[src/rtl/alu_writeback_ctrl.sv]
// alu_writeback_ctrl
// Multi-cycle execute/writeback controller between instruction issue and an
// 8-entry register file. One instruction is accepted per valid/ready
// handshake and walks IDLE -> READ -> EXEC -> WRITE. The register file write
// is presented for exactly one cycle (WRITE), so a write accepted at edge T
// commits at edge T+3. Throughput is one instruction per four cycles.
//
// Ports:
//   clk, rst              clock (rising edge), asynchronous active-high reset
//   instr_valid/ready     instruction handshake
//   op, dst, src1, src2   opcode and register operands of the instruction
//   imm                   immediate for LDI
//   ra1, ra2 / rd1, rd2   register file read addresses / combinational data
//   wa3, wd3, we3         register file write port
//   done                  one-cycle pulse when an instruction retires
//   carry, zero           ALU flags, registered in EXEC (NOP keeps them)
module alu_writeback_ctrl #(
  parameter int DW = 8,
  parameter int AW = 3
) (
  input  logic          clk,
  input  logic          rst,
  input  logic          instr_valid,
  output logic          instr_ready,
  input  logic [2:0]    op,
  input  logic [AW-1:0] dst,
  input  logic [AW-1:0] src1,
  input  logic [AW-1:0] src2,
  input  logic [DW-1:0] imm,
  output logic [AW-1:0] ra1,
  output logic [AW-1:0] ra2,
  input  logic [DW-1:0] rd1,
  input  logic [DW-1:0] rd2,
  output logic [AW-1:0] wa3,
  output logic [DW-1:0] wd3,
  output logic          we3,
  output logic          done,
  output logic          carry,
  output logic          zero
);

  localparam logic [2:0] OP_NOP = 3'b000;
  localparam logic [2:0] OP_ADD = 3'b001;
  localparam logic [2:0] OP_SUB = 3'b010;
  localparam logic [2:0] OP_AND = 3'b011;
  localparam logic [2:0] OP_OR  = 3'b100;
  localparam logic [2:0] OP_XOR = 3'b101;
  localparam logic [2:0] OP_MOV = 3'b110;
  localparam logic [2:0] OP_LDI = 3'b111;

  typedef enum logic [1:0] {
    IDLE  = 2'd0,
    READ  = 2'd1,
    EXEC  = 2'd2,
    WRITE = 2'd3
  } state_t;

  state_t        state_reg;
  logic [2:0]    op_reg;
  logic [AW-1:0] dst_reg;
  logic [AW-1:0] src1_reg;
  logic [AW-1:0] src2_reg;
  logic [DW-1:0] imm_reg;
  logic [DW-1:0] opa_reg;
  logic [DW-1:0] opb_reg;
  logic [DW-1:0] res_reg;

  logic [DW-1:0] alu_res;
  logic          alu_carry;
  logic [DW:0]   sum_ext;
  logic [DW:0]   diff_ext;

  // Ready is gated by rst so it reads 0 while reset is held, not just after.
  assign instr_ready = (state_reg == IDLE) && !rst;

  // Read addresses come straight from the latched sources in every state.
  assign ra1 = src1_reg;
  assign ra2 = src2_reg;

  // Zero-extended arithmetic: the extra MSB is the carry for ADD and the
  // borrow (opa < opb unsigned) for SUB.
  assign sum_ext  = {1'b0, opa_reg} + {1'b0, opb_reg};
  assign diff_ext = {1'b0, opa_reg} - {1'b0, opb_reg};

  // NOP falls through to the defaults, which reproduce the held result and
  // carry so the WRITE-cycle wd3 still shows the last result.
  always_comb begin
    alu_res   = res_reg;
    alu_carry = carry;
    case (op_reg)
      OP_ADD: begin
        alu_res   = sum_ext[DW-1:0];
        alu_carry = sum_ext[DW];
      end
      OP_SUB: begin
        alu_res   = diff_ext[DW-1:0];
        alu_carry = diff_ext[DW];
      end
      OP_AND: begin
        alu_res   = opa_reg & opb_reg;
        alu_carry = 1'b0;
      end
      OP_OR: begin
        alu_res   = opa_reg | opb_reg;
        alu_carry = 1'b0;
      end
      OP_XOR: begin
        alu_res   = opa_reg ^ opb_reg;
        alu_carry = 1'b0;
      end
      OP_MOV: begin
        alu_res   = opa_reg;
        alu_carry = 1'b0;
      end
      OP_LDI: begin
        alu_res   = imm_reg;
        alu_carry = 1'b0;
      end
      default: begin
        alu_res   = res_reg;
        alu_carry = carry;
      end
    endcase
  end

  always_ff @(posedge clk or posedge rst) begin
    if (rst) begin
      state_reg <= IDLE;
      op_reg    <= '0;
      dst_reg   <= '0;
      src1_reg  <= '0;
      src2_reg  <= '0;
      imm_reg   <= '0;
      opa_reg   <= '0;
      opb_reg   <= '0;
      res_reg   <= '0;
      wa3       <= '0;
      wd3       <= '0;
      we3       <= 1'b0;
      done      <= 1'b0;
      carry     <= 1'b0;
      zero      <= 1'b0;
    end else begin
      // Write strobe and retire pulse are single-cycle by default.
      we3  <= 1'b0;
      done <= 1'b0;
      case (state_reg)
        IDLE: begin
          if (instr_valid) begin
            op_reg    <= op;
            dst_reg   <= dst;
            src1_reg  <= src1;
            src2_reg  <= src2;
            imm_reg   <= imm;
            state_reg <= READ;
          end
        end
        READ: begin
          opa_reg   <= rd1;
          opb_reg   <= rd2;
          state_reg <= EXEC;
        end
        EXEC: begin
          if (op_reg != OP_NOP) begin
            res_reg <= alu_res;
            carry   <= alu_carry;
            zero    <= (alu_res == '0);
          end
          // Write port is loaded here so it is valid for the whole WRITE cycle.
          wa3       <= dst_reg;
          wd3       <= alu_res;
          we3       <= (op_reg != OP_NOP);
          done      <= 1'b1;
          state_reg <= WRITE;
        end
        WRITE: begin
          state_reg <= IDLE;
        end
        default: begin
          state_reg <= IDLE;
        end
      endcase
    end
  end

endmodule

[config.mk]
export PLATFORM = sky130hd
export DESIGN_NAME = alu_writeback_ctrl
export DESIGN_NICKNAME = d
export VERILOG_FILES = /design/src/rtl/alu_writeback_ctrl.sv
export SDC_FILE = /design/constraint.sdc
export NUM_CORES = 1
export LEC_CHECK = 0
export BUFFER_PORTS_ARGS = -buffer_cell sky130_fd_sc_hd__buf_2
export CAP_MARGIN = 20
export CORE_UTILIZATION = 40
export DETAILED_ROUTE_END_ITERATION = 8
export GPL_TIMING_DRIVEN = 0
export HOLD_SLACK_MARGIN = 0.08
export REMOVE_ABC_BUFFERS = 1
export SLEW_MARGIN = 20
export SYNTH_ARGS = -nofsm -noshare
export SYNTH_HDL_FRONTEND = slang
export SYNTH_SLANG_ARGS = --single-unit
export TNS_END_PERCENT = 1
[constraint.sdc]
create_clock -name clk -period 2.4 [get_ports clk]
set_clock_uncertainty 0.15 [all_clocks]
set_input_delay 0.48 -clock clk [delete_from_list [all_inputs] [get_ports clk]]
set_output_delay 0.48 -clock clk [all_outputs]
set_load 0.02 [all_outputs]
### Yosys cells after proc, flatten, opt, wreduce, memory -nomap -nowiden

Index checks and enable logic that the tools add are counted.

| word-level totals | value |
|---|---|
| register bits | 61 |
| word-level logic and storage cells | 47 |

| operators by class | value |
|---|---|
| add/subtract/negate cells | 2 |
| equal/unequal tests | 11 |
| mux-type cells | 6 |
| bitwise operators | 3 |
| reductions and logical operators | 10 |

Operators with widths:

| cell | count |
|---|---|
| 8-bit one-hot mux with 7 select lines | 1 |
| 3-bit equality test, second input constant | 4 |
| 8-bit by 8-bit adder with 9-bit output | 1 |
| 8-bit by 8-bit subtractor with 9-bit output | 1 |
| 8-bit bitwise AND | 1 |
| 8-bit logical NOT | 1 |
| 8-bit OR | 1 |
| 2-bit one-hot mux with 4 select lines | 1 |
| 8-bit XOR | 1 |
| 3-bit by 2-bit equality test with 1-bit output, second input constant | 2 |
| 3-bit nonzero test | 2 |
| 5-bit OR reduction | 1 |
| 2-bit equality test, second input constant | 2 |
| 2-bit AND reduction | 2 |
| 3-bit by 1-bit equality test with 1-bit output, second input constant | 1 |
| 1-bit one-hot mux with 3 select lines | 1 |
| 3-bit AND reduction | 1 |
| 2-bit by 1-bit equality test with 1-bit output, second input constant | 1 |
| 2-bit logical NOT | 1 |
| 1-bit 2-to-1 mux | 2 |
| 2-bit 2-to-1 mux | 1 |
| 2-bit != test, second input constant | 1 |
| 1-bit logical AND | 1 |
| 1-bit logical NOT | 1 |

### Depth between registers and ports, before layout

Gate-level depths: netlist of run 1.

| logic depth | value |
|---|---|
| word-level depth | 4 |
| gate-level depth with buffers | 10 |
| mapped depth without buffers | 9 |

### Worst setup path after synthesis of run 1

OpenSTA, ideal clock, no wires.

| path | value |
|---|---|
| path type | flip-flop to flip-flop |
| start | register opa_reg[0] |
| end | register zero |
| setup time | 0.104 ns |
| arrival time | 2.172 ns |
| data required time | 2.146 ns |
| slack | -0.025 ns |
| cell stages (with the launch flop) | 9 |
| path buffers | 0 |
| cell sequence | dfrtp_1 > ha_1 > fa_1 > a211oi_1 > o21bai_1 > nor3b_1 > a211oi_1 > o2111ai_1 > o41ai_2 |

| between the ends | value |
|---|---|
| word-level cells in the longest chain between the ends | 3 |
| elaborated cells on any way between the ends | 7 |
| those cells by class | add/sub: 2; mux: 1; bitwise: 3; reduce/logical: 1 |

RTL lines:

| element | RTL line | source |
|---|---|---|
| start, declared | 64 | `logic [DW-1:0] opa_reg;` |
| start signal, assigned | 159 | `opa_reg <= rd1;` |
| 8-bit by 8-bit subtractor with 9-bit output, or another cell as far along | 83 | `assign diff_ext = {1'b0, opa_reg} - {1'b0, opb_reg};` |
| 8-bit one-hot mux with 7 select lines * | 90 | `case (op_reg)` |
| 8-bit logical NOT * | 167 | `zero <= (alu_res == '0);` |
| end signal, assigned | 167 |  |
| end, declared | 39 | `output logic zero` |

Every way passes the cells marked *; elsewhere a longest branch is shown, timed or not.
A chain may end at the register's enable or synchronous reset.

### Worst setup path after layout of run 1

| path | value |
|---|---|
| start | register opb_reg[0] |
| end | register zero |

| between the ends | value |
|---|---|
| word-level cells in the longest chain between the ends | 3 |
| elaborated cells on any way between the ends | 7 |
| those cells by class | add/sub: 2; mux: 1; bitwise: 3; reduce/logical: 1 |

RTL lines:

| element | RTL line | source |
|---|---|---|
| start, declared | 65 | `logic [DW-1:0] opb_reg;` |
| start signal, assigned | 160 | `opb_reg <= rd2;` |
| 8-bit by 8-bit subtractor with 9-bit output, or another cell as far along | 83 |  |
| 8-bit one-hot mux with 7 select lines * | 90 |  |
| 8-bit logical NOT * | 167 |  |

Marks and branches as above.

==> metrics.yaml, run 1 <==
min_path:
  min_to: "opb_reg[0]"
  holdPathStages: 3
  min-delay-start: "rd2[0]"
  min_path_type: "input pin to flop"
clock_tree:
  cts_buffers: 9
  root_buffer: "clkbuf_8"
  cts_tree: "yes"
  insertion_delay_ns: 0.35
  clockBufferDepth: 2
  clk_pin_slew_worst_paths_ns: 0.08
  cts_max_level: 3
  clock-sinks: 61
synth:
  yosysWarnings: 0
  async_flop_share_pct: 100
  synthCells: 400
  netlist_area_sq_um: 3840
  synth_mux_area_share_pct: 10.7
  yosysTopAreaCellShare_pct: 39.7
  ys_seq_area_share_pct: 39.7
  synth_top_family_by_area: "compound AO/OA/AOI/OAI gates"
  avgSynthCellArea_sq_um: 9.61
  synthAdderAreaFrac_pct: 10.2
  synth_edf_count: 0
  synth_top_cell_by_area: "dfrtp_1"
  yosys.area_share.simple_pct: 14.9
  synth_compound_area_share_pct: 17.9
  synth_xor_area_share_pct: 0.456
  ys_types: 64
  ys_ff_latch: 61
  synth-main-ff-cell: "dfrtp_1"
  synth_area_leaders: "dfrtp_1, ha_1, mux2_2"
placed_design:
  post-place-ws_ns: -0.689
  place_hpwl_um: 6280
  place_inst: 567
  io_buffers: 60
  place.gp.congestion: 0.859
cells_and_area:
  antenna-diode-count: 0
  seqCellArea_sq_um: 1540
  fin_nets: 533
  fillerInstances: 915
  drive_gt1_share_pct: 36.5
  area_delta_synth_final_pct: 23.8
  multi_input_area_sq_um: 2290
  final_cells: 598
run_status:
  status: "complete, but fails checks"
  violations: "setup timing"
floorplan:
  core_area_sq_um: 9280
  dieHeight_um: 100
  num_io_pins: 61
  dieArea_sq_um: 10000
  start_util_pct: 41.4
  die_w_um: 100
  rows: 35
grt:
  grt_remaining_overflow: 0
  gr-usage-all-layers_pct: 19.5
  antenna_found_initial: 0
  grt_pass1_vias: 3067
  grt_pass1_wl_um: 15300
  grt_max_degree: 37
sta:
  relSlewSlack_pct: 33.1
  rsz0062_at_grt: "true"
  tns_ns: -0.470
  post-route-period-util_pct: 106
  period_needed_ns: 2.54
  slew_violations: 0
  worst_slew_pin_slew_ns: 1.00
  hold_viol: 0
  fmax_mhz: 393
  setup_ws_ns: -0.143
  setup_viol: 5
worst_setup_path:
  reg2reg_to: "zero"
  crit_fanout: 3
  r2r_slack_ns: -0.14
  worstSetupStartpointType: "flop"
  worstPathArrival_ns: 2.63
  critPathCaptureType: "flop"
  r2r_start: "opb_reg[0]"
  crit_type: "flop to flop"
  cp.required_ns: 2.49
  rr_worst_depth: 9
routing:
  ant_nets: 0
  wl_um: 9460
  first_iter_violations: 169
  via_per_inst: 5.27
  dr.pass1.iters: 6
  route.detailed.drc: 0
  vias: 3151
  wl_per_cell_um: 15.8
pwr:
  cellLeakagePower_uw: 0.00213
  max-vdd-ir-drop_v: 0.000805
  powerDensity_nw_per_um2: 1730
run:
  maxCapViolCount: 0
-- final cells by class --
cell class                      count  area share (%)
Tap cell                          129            3.39
Clock inverter                      7            1.68
Multi-Input combinational cell    285            48.1
Inverter                           31            2.50
Timing Repair Buffer               76            9.31
Clock buffer                        9            2.60
Sequential cell                    61            32.4
-- placed cells by master (no fill, tap or decap), types with 3 or more instances in the layout --
cell      netlist  final
buf_2          10     60
dfrtp_1        61     56
nand2_1        37     36
nor2_1         28     27
mux2_2         27     26
inv_1          29     26
o21ai_0        27     26
ha_1           28     19
a21oi_1        19     17
buf_4           2     13
nor3_1         13     10
nor2b_1         9      9
clkbuf_8        0      9
ha_4            0      8
nand2b_1        7      7
a31oi_1         7      7
nand3_1         6      6
mux2i_1         6      6
a21o_1          4      4
o22ai_1         4      4
inv_2           2      4
nor3_2          2      4
a211oi_1        6      3
o31ai_1         4      3
mux2_4          1      3
o21a_1          3      3
inv_6           0      3
dfrtp_4         0      3
-- cells in the mapped netlist (all sizes together), types with 2 or more instances --
library cell   n
mux2i          6
nor2b         10
or2            2
nand2         37
clkbuf         8
o22ai          4
nor3b          2
inv           31
a221oi         2
dfrtp         61
buf           15
nand3          6
a311o          2
or3b           2
a31oi          7
a22o           2
and3           2
a21oi         19
o21ai         28
fa             2
nand2b         7
o31ai          5
a211oi         6
nor2          28
a21o           4
a221o          2
ha            28
a32oi          2
a2bb2oi        2
or4            2
nor3          15
mux2          29
o21a           3
-- stage by stage --
step	hold slack [ns]	cell area, sq um	power, uW	util (%)
global route	0.176	4760	8920	51.3
CTS	0.173	4660	7960	50.2
finish	0.185	4760	8250	51.3
detailed placement	0.326	4210	6360	45.3
floorplan	0.296	3720	5230	-
global placement	0.310	4190	6250	45.1
-- kinds of logic (layout without fill, tap and decap cells) --
group / after synthesis / count (layout)
AND/OR/NAND/NOR: 117 / 117
AO/OA/AOI/OAI: 100 / 100
flip-flops: 61 / 61
buffers and inverters: 54 / 123
multiplexers: 36 / 36
adder cells (fa/ha/maj): 30 / 30
XOR/XNOR: 2 / 2
-- worst max-delay path by stage --
stage | startpoint | to | slack (ns)
final | opb_reg[0] | zero | -0.14
after global routing | opa_reg[3] | zero | -0.28
after CTS | opa_reg[0] | wd3[4] | -0.12
after detailed placement | op_reg[1] | zero | -0.69
after global placement | op_reg[1] | zero | -0.64
after floorplan | op_reg[1] | zero | -0.06
-- routing by layer --
layer / GRT usage (%) / vias up / wire [um]
li1: - / 1545 / -
met4: 4.12 / 0 / 67
met3: 4.87 / 7 / 463
met5: 0 / - / 0
met1: 25.4 / 1513 / 4230
met2: 32.9 / 86 / 4700
-- worst max-delay path, cell delays in order, from the launching register on --
cell	delay, ns
dfrtp_2	0.45
ha_4	0.18
fa_2	0.37
buf_4	0.15
or3b_2	0.18
a21oi_1	0.06
a31oi_1	0.22
a31o_2	0.22
o2111ai_2	0.14
o41ai_2	0.31
-- where the power goes --
part	internal, uW	leakage, uW	switching, uW
registers	1570	0.000728	511
logic	2380	0.00130	2800
clock network	496	0.000103	492
-- timing repair --
action,CTS,global route
hold buffers,1,0
hold endpoints to repair,26,0
setup buffers,9,5
pin swaps,14,12
endpoints found under the setup margin,19,15
resized for setup,37,11
No activity file was read; power rests on OpenSTA's default activity.
==> inputs of run 2 (changes only) <==
--- a/config.mk
+++ b/config.mk
@@ -11,6 +11,7 @@
 export DETAILED_ROUTE_END_ITERATION = 8
 export GPL_TIMING_DRIVEN = 0
 export HOLD_SLACK_MARGIN = 0.08
+export MAX_ROUTING_LAYER = met4
 export REMOVE_ABC_BUFFERS = 1
 export SLEW_MARGIN = 20
 export SYNTH_ARGS = -nofsm -noshare
==> run 2 against run 1 <==
Sequential cell count unchanged; hold slack worse by 0.0092 ns; the flow still finishes with violations (setup timing); combinational power up 2%; largest power group unchanged; final cell count down 0.33%; critical endpoint unchanged; sequential power about the same.
==> metrics.yaml, run 2 (same netlist as run 1, synthesis figures left out) <==
floorplan:
  start_util_pct: 41.4  # unchanged
  die_w_um: 100  # unchanged
  num_io_pins: 61  # unchanged
  rows: 35  # unchanged
  dieHeight_um: 100  # unchanged
  core_area_sq_um: 9280  # unchanged
  dieArea_sq_um: 10000  # unchanged
worst_setup_path:
  r2r_start: "op_reg[2]"
  crit_buf_inv: 0  # -1
  r2r_slack_ns: -0.12  # +0.02 ns
  cp.required_ns: 2.49  # about the same
  crit_fanout: 25  # +22
  rr_worst_depth: 5  # -4
  worstSetupStartpointType: "flop"
  critical-path-slowest-cell: "dfrtp_2"
  critPathTopFamily: "compound AO/OA/AOI/OAI gates"
  reg2reg_to: "zero"
  critPathCaptureType: "flop"
  cp_cell_sequence: "nand2_1 > a211oi_1 > o22ai_1 > a311o_1 > o41ai_2"
  worstPathArrival_ns: 2.61  # -0.02 ns
  crit_type: "flop to flop"
  cp_slowest_stage_delay_ns: 0.73  # +0.28 ns
sta:
  hold_viol: 0  # unchanged
  slew_violations: 0  # unchanged
  post-route-period-util_pct: 105  # -0.97 points
  worst_slew_pin_slew_ns: 1.04  # +0.0404 ns
  relSlewSlack_pct: 30.4  # -2.7 points
  tns_ns: -0.337  # +0.133 ns
  fmax_mhz: 397  # +0.93%
  period_needed_ns: 2.52  # -0.0233 ns
  rsz0062_at_grt: "true"
  setup_viol: 4  # -1
  setup_ws_ns: -0.120  # +0.0233 ns
grt:
  grt_pass1_wl_um: 16300  # +6.4%
  gr-usage-all-layers_pct: 21.7  # +2.2 points
  grt_pass1_vias: 3170  # +3.4%
  grt_max_degree: 41  # +11%
  grt_remaining_overflow: 0  # unchanged
  antenna_found_initial: 0  # unchanged
clock_tree:
  cts_max_level: 3  # unchanged
  clock-sinks: 61  # unchanged
  root_buffer: "clkbuf_8"
  insertion_delay_ns: 0.35  # about the same
  cts_tree: "yes"
  clockBufferDepth: 2  # unchanged
  cts_buffers: 9  # unchanged
  clk_pin_slew_worst_paths_ns: 0.08  # about the same
placed_design:
  io_buffers: 60  # unchanged
  place_hpwl_um: 6420  # +2.2%
  place.gp.congestion: 0.851  # -0.83%
  placed_cell_area_sq_um: 4210  # unchanged
cells_and_area:
  fin_nets: 531  # -0.38%
  seqCellArea_sq_um: 1540  # about the same
  area_delta_synth_final_pct: 24.3
  drive_gt1_share_pct: 36.8  # +0.37 points
  stdcell_area_sq_um: 4780  # +0.45%
  final_common_cell: "buf_2"
  antenna-diode-count: 0  # unchanged
  final_cell_mix: "buf_2, dfrtp_1, nand2_1, inv_1, nor2_1"
  utilization_pct: 51.5  # +0.23 points
  fillerInstances: 921  # +0.66%
  multi_input_area_sq_um: 2320  # +1.2%
routing:
  via_per_inst: 5.34  # +1.3%
  ant_nets: 0  # unchanged
  first_iter_violations: 153  # -9.5%
  route.detailed.drc: 0  # unchanged
  vias: 3180  # +0.92%
  wl_um: 9710  # +2.6%
  wl_per_cell_um: 16.3  # +3.0%
  dr.pass1.iters: 4  # -2
pwr:
  powerDensity_nw_per_um2: 1750  # +0.64%
  power_switching_uw: 3890  # +2.1%
  finalPower_uw: 8340  # +1.1%
  swShare_pct: 46.6  # +0.48 points
  max-vdd-ir-drop_v: 0.000817  # +1.5%
  p_int_uw: 4450  # +0.19%
  seq_power_share_pct: 25.2  # about the same
  pwr-share-clk_pct: 11.5  # -0.5 points
  cellLeakagePower_uw: 0.00212  # -0.50%
  combPwrFrac_pct: 63.2  # +0.4 points
run_status:
  status: "complete, but fails checks"
  violations: "setup timing"
min_path:
  min_path_type: "input pin to flop"
  holdPathStages: 3  # unchanged
  min_to: "opb_reg[2]"
  min-delay-start: "rd2[2]"
run:
  maxCapViolCount: 0  # unchanged
==> run 2: cell types whose count changed in the layout (fill, tap and decap cells not counted), sizes merged <==
| cell | change |
|---|---|
| buf | -2 |
==> run 2: how the worst max path moves through the flow <==
| stage | slack (ns) | end | from | depth (start not counted) |
|---|---|---|---|---|
| CTS | -0.13 | wd3[4] | opb_reg[0] | 9 |
| floorplan | -0.06 | zero | op_reg[1] | 6 |
| global route | -0.21 | wd3[4] | opa_reg[0] | 9 |
| global placement | -0.67 | zero | op_reg[1] | 6 |
| finish | -0.12 | zero | op_reg[2] | 5 |
| detailed placement | -0.70 | zero | op_reg[1] | 6 |
==> run 2: layout make-up <==
type,count,share of cell area [%]
timing repair buffer,74,9.21
clock inverter,7,1.62
tap,129,3.38
inverter,31,2.49
multi-input combinational,285,48.5
sequential,61,32.2
clock buffer,9,2.59
==> run 2: per-layer routing <==
metal | wire length (um) | global-route usage [%]
met1 | 4340 | 27.7
met2 | 4770 | 35.1
met3 | 477 | 4.94
met4 | 125 | 5.46
met5 | 0 | -
==> run 2: timing repair <==
item,in CTS,in global routing
endpoints found under the setup margin,19,15
setup buffers,9,3
resized for setup,46,16
cloned,0,0
pin swaps,13,12
hold buffers,1,0
endpoints found under the hold margin,21,0
==> run 2: metrics by stage <==
stage | hold WS, ns | setup slack (ns) | std cells
floorplan | 0.296 | -0.0595 | 377
global placement | 0.310 | -0.669 | 566
detailed placement | 0.314 | -0.696 | 567
CTS | 0.165 | -0.131 | 593
global route | 0.174 | -0.214 | 596
finish | 0.176 | -0.120 | 596
==> run 2: power by group through the flow <==
stage               registers [uW]  clock network (uW)  logic (uW)
global route                  2190                1040        5830
detailed placement            2100                   0        4280
floorplan                     2170                   0        3070
CTS                           2090                 990        5050
global placement              2070                   0        4220
finish                        2100                 961        5280
==> run 2: worst min-delay path: cells and delay by family <==
family / cells / cell delay [ns]
buf+inv: 1 / 0.07
compound gates: 1 / 0.05
simple gates: 1 / 0.04
==> inputs of run 3 (changes only) <==
--- a/config.mk
+++ b/config.mk
@@ -5,6 +5,7 @@
 export SDC_FILE = /design/constraint.sdc
 export NUM_CORES = 1
 export LEC_CHECK = 0
+export ABC_AREA = 1
 export BUFFER_PORTS_ARGS = -buffer_cell sky130_fd_sc_hd__buf_2
 export CAP_MARGIN = 20
 export CORE_UTILIZATION = 40
==> run 3 against run 2 <==
The run ends with DRC left; final cell count grew 8.9%; synthesized area shrank 3.1%; die area down 3.1%; critical endpoint unchanged.
==> metrics.yaml, run 3 <==
run_status:
  status: "complete, but fails checks"
  violations: "DRC"
synth:
  ys_ff_latch: 61  # unchanged
  synth_area_leaders: "dfrtp_1, nand2_1, ha_1"
  avgSynthCellArea_sq_um: 7.93  # -18%
  yosysWarnings: 0  # unchanged
  async_flop_share_pct: 100  # unchanged
  yosysMostFrequentCell: "nand2_1"
  ys_types: 35  # -45%
  synth-main-ff-cell: "dfrtp_1"
  synthCells: 470  # +18%
  yosysTopAreaCellShare_pct: 41.0  # +1.3 points
  synth_commonest_cells: "nand2_1, dfrtp_1, inv_1"
  synth_top_cell_by_area: "dfrtp_1"
  netlist_area_sq_um: 3720  # -3.1%
  synth_edf_count: 0  # unchanged
  ys_seq_area_share_pct: 41.0  # +1.3 points
routing:
  dr.pass1.iters: 6  # +2
  via_per_inst: 5.07  # -4.9%
  wl_um: 9340  # -3.8%
  vias: 3293  # +3.6%
  route.detailed.drc: 2  # +2
  first_iter_violations: 168  # +9.8%
  ant_nets: 0  # unchanged
  wl_per_cell_um: 14.4  # -12%
pwr:
  swShare_pct: 49.2  # +2.6 points
  finalPower_uw: 6930  # -17%
  seq_power_share_pct: 27.4  # +2.2 points
  max-vdd-ir-drop_v: 0.000679  # -17%
  cellLeakagePower_uw: 0.00230  # +8.4%
  powerDensity_nw_per_um2: 1550  # -11%
  power_switching_uw: 3410  # -12%
  combPwrFrac_pct: 58.5  # -4.7 points
  p_int_uw: 3520  # -21%
  pwr-share-clk_pct: 14.1  # +2.6 points
clock_tree:
  cts_max_level: 3  # unchanged
  cts_buffers: 9  # unchanged
  clock-sinks: 61  # unchanged
  clockBufferDepth: 2  # unchanged
  clk_pin_slew_worst_paths_ns: 0.08  # about the same
  cts_tree: "yes"
  insertion_delay_ns: 0.36  # about the same
  root_buffer: "clkbuf_8"
sta:
  whs_ns: 0.184  # +0.00819 ns
  worst_slew_pin_slew_ns: 0.624  # -0.418 ns
  period_needed_ns: 2.24  # -0.280 ns
  slew_violations: 0  # unchanged
  post-route-period-util_pct: 93.3  # -12 points
  hold_viol: 0  # unchanged
  setup_viol: 0  # -4
  rsz0062_at_grt: "true"
  fmax_mhz: 447  # +13%
  relSlewSlack_pct: 58.3  # +28 points
worst_setup_path:
  worstPathArrival_ns: 2.38  # -0.23 ns
  cp_slowest_stage_delay_ns: 0.55  # -0.18 ns
  cp.required_ns: 2.54  # +0.05 ns
  crit_type: "flop to flop"
  critPathCaptureType: "flop"
  crit_fanout: 3  # -88%
  critical-path-slowest-cell: "fa_2"
  cp_cell_sequence: "inv_2 > ha_2 > fa_2 > o21ai_1 > nor2_1 > nand2_1 > nor2_1 > nand3_1 > nor2_2 > nand4_1 > nand2_1"
  worstSetupStartpointType: "flop"
cells_and_area:
  drive_gt1_share_pct: 26.8  # -10 points
  final_common_cell: "nand2_1"
  antenna-diode-count: 0  # unchanged
  fin_nets: 605  # +14%
  utilization_pct: 50.4  # -1.1 points
  final_cell_mix: "nand2_1, buf_2, dfrtp_1, inv_1, o21ai_0"
  stdcell_area_sq_um: 4460  # -6.7%
  area_delta_synth_final_pct: 19.7
  final_cells: 649  # +8.9%
grt:
  gr-usage-all-layers_pct: 21.1  # -0.59 points
  grt_max_degree: 48  # +17%
  grt_pass1_vias: 3367  # +6.2%
  grt_pass1_wl_um: 15600  # -4.2%
  grt_remaining_overflow: 0  # unchanged
  antenna_found_initial: 0  # unchanged
placed_design:
  place_hpwl_um: 6750  # +5.1%
  place.gp.congestion: 0.895  # +5.1%
  place_inst: 623  # +9.9%
  io_buffers: 60  # unchanged
  placed_cell_area_sq_um: 4110  # -2.4%
floorplan:
  core_area_sq_um: 8850  # -4.7%
  dieArea_sq_um: 9700  # -3.1%
  rows: 34  # -2.9%
  start_util_pct: 42.1  # +0.68 points
  dieHeight_um: 98.5  # -1.5%
  die_w_um: 98.5  # -1.5%
  num_io_pins: 61  # unchanged
min_path:
  min_path_type: "input pin to flop"
run:
  maxCapViolCount: 0  # unchanged
## run 3: cell types whose count changed in the layout (fill, tap and decap cells not counted), moves of 7 or more
cell,change
nor2b_1,-8
nor3_1,-10
mux2_2,-11
inv_1,+25
nand2_1,+86
nand2b_1,-7
o21ai_0,+7
nand4_1,+12
o21ai_1,+9
nand3_1,+24
## run 3: power by group through the flow
stage	sequential [uW]	clock (uW)	combinational [uW]
3_3_place_gp	1900	0	3680
5_1_grt	1970	1050	4600
6_report	1900	974	4050
2_1_floorplan	2040	0	2540
4_1_cts	1910	1010	3770
3_5_place_dp	1930	0	3760
## run 3: cell families (layout without fill, tap and decap cells)
kind of cell / after synthesis / in the layout / synth area share (%)
AO/OA/AOI/OAI: 66 / 66 / 9.37
multiplexers: 14 / 14 / 4.23
AND/OR/NAND/NOR: 221 / 221 / 26.4
flip-flops: 61 / 61 / 41.0
adder cells (fa/ha/maj): 30 / 30 / 10.5
buffers and inverters: 78 / 149 / 8.57
## run 3: what timing repair did
item | CTS | global route
endpoints found under the hold margin | 14 | 0
buffers inserted | 0 | 8
resized for setup | 0 | 22
endpoints found under the setup margin | 0 | 11
hold buffers | 1 | 0
## run 3: area by class of cell
| cell class | count | area (sq um) |
|---|---|---|
| fillers | 922 | 4390 |
| multi-input cells | 331 | 1940 |
| flip-flops and latches | 61 | 1530 |
| repair buffers | 70 | 398 |
| inverters | 62 | 241 |
| well taps | 108 | 135 |
| clock buffers | 9 | 124 |
| clock inverters | 7 | 82.6 |
| repair inverters | 1 | 5.00 |
## run 3: per-layer routing
| metal | global-route usage [%] | share of wire, % | vias up |
|---|---|---|---|
| met5 | - | 0 | - |
| met4 | 6.20 | 1.5 | 0 |
| met2 | 35.0 | 48 | 85 |
| met1 | 25.9 | 46 | 1550 |
| li1 | - | - | 1645 |
| met3 | 4.61 | 4.5 | 13 |
## run 3: path summary, 6_finish.rpt
check,start,endpoint,slack (ns),depth (start not counted)
min in group asynchronous,rst,ra1[0],0.44,3
setup reg to reg,opa_reg[0],zero,0.16,11
hold / removal,rd1[6],opa_reg[6],0.18,3
max in group asynchronous,rst,opa_reg[1],1.15,4
hold reg to reg,wa3[2],wa3[2],0.32,2
setup / recovery,opa_reg[0],zero,0.16,11
## run 3: metrics by stage
step,setup slack (ns),setup TNS [ns]
2_1_floorplan,0.257,0
3_3_place_gp,-0.577,-34.92
3_5_place_dp,0.0731,0
4_1_cts,0.0346,0
5_1_grt,-0.00674,-0.00674
6_report,0.160,0
## run 3: worst max-delay path: cells and delay by family (launching register included)
family	cells	cell delay [ns]
and+or+nand+nor	7	0.75
adders and majority gates	2	0.75
buffers and inverters	1	0.06
DFF	1	0.39
AOI/OAI and AO/OA	1	0.06
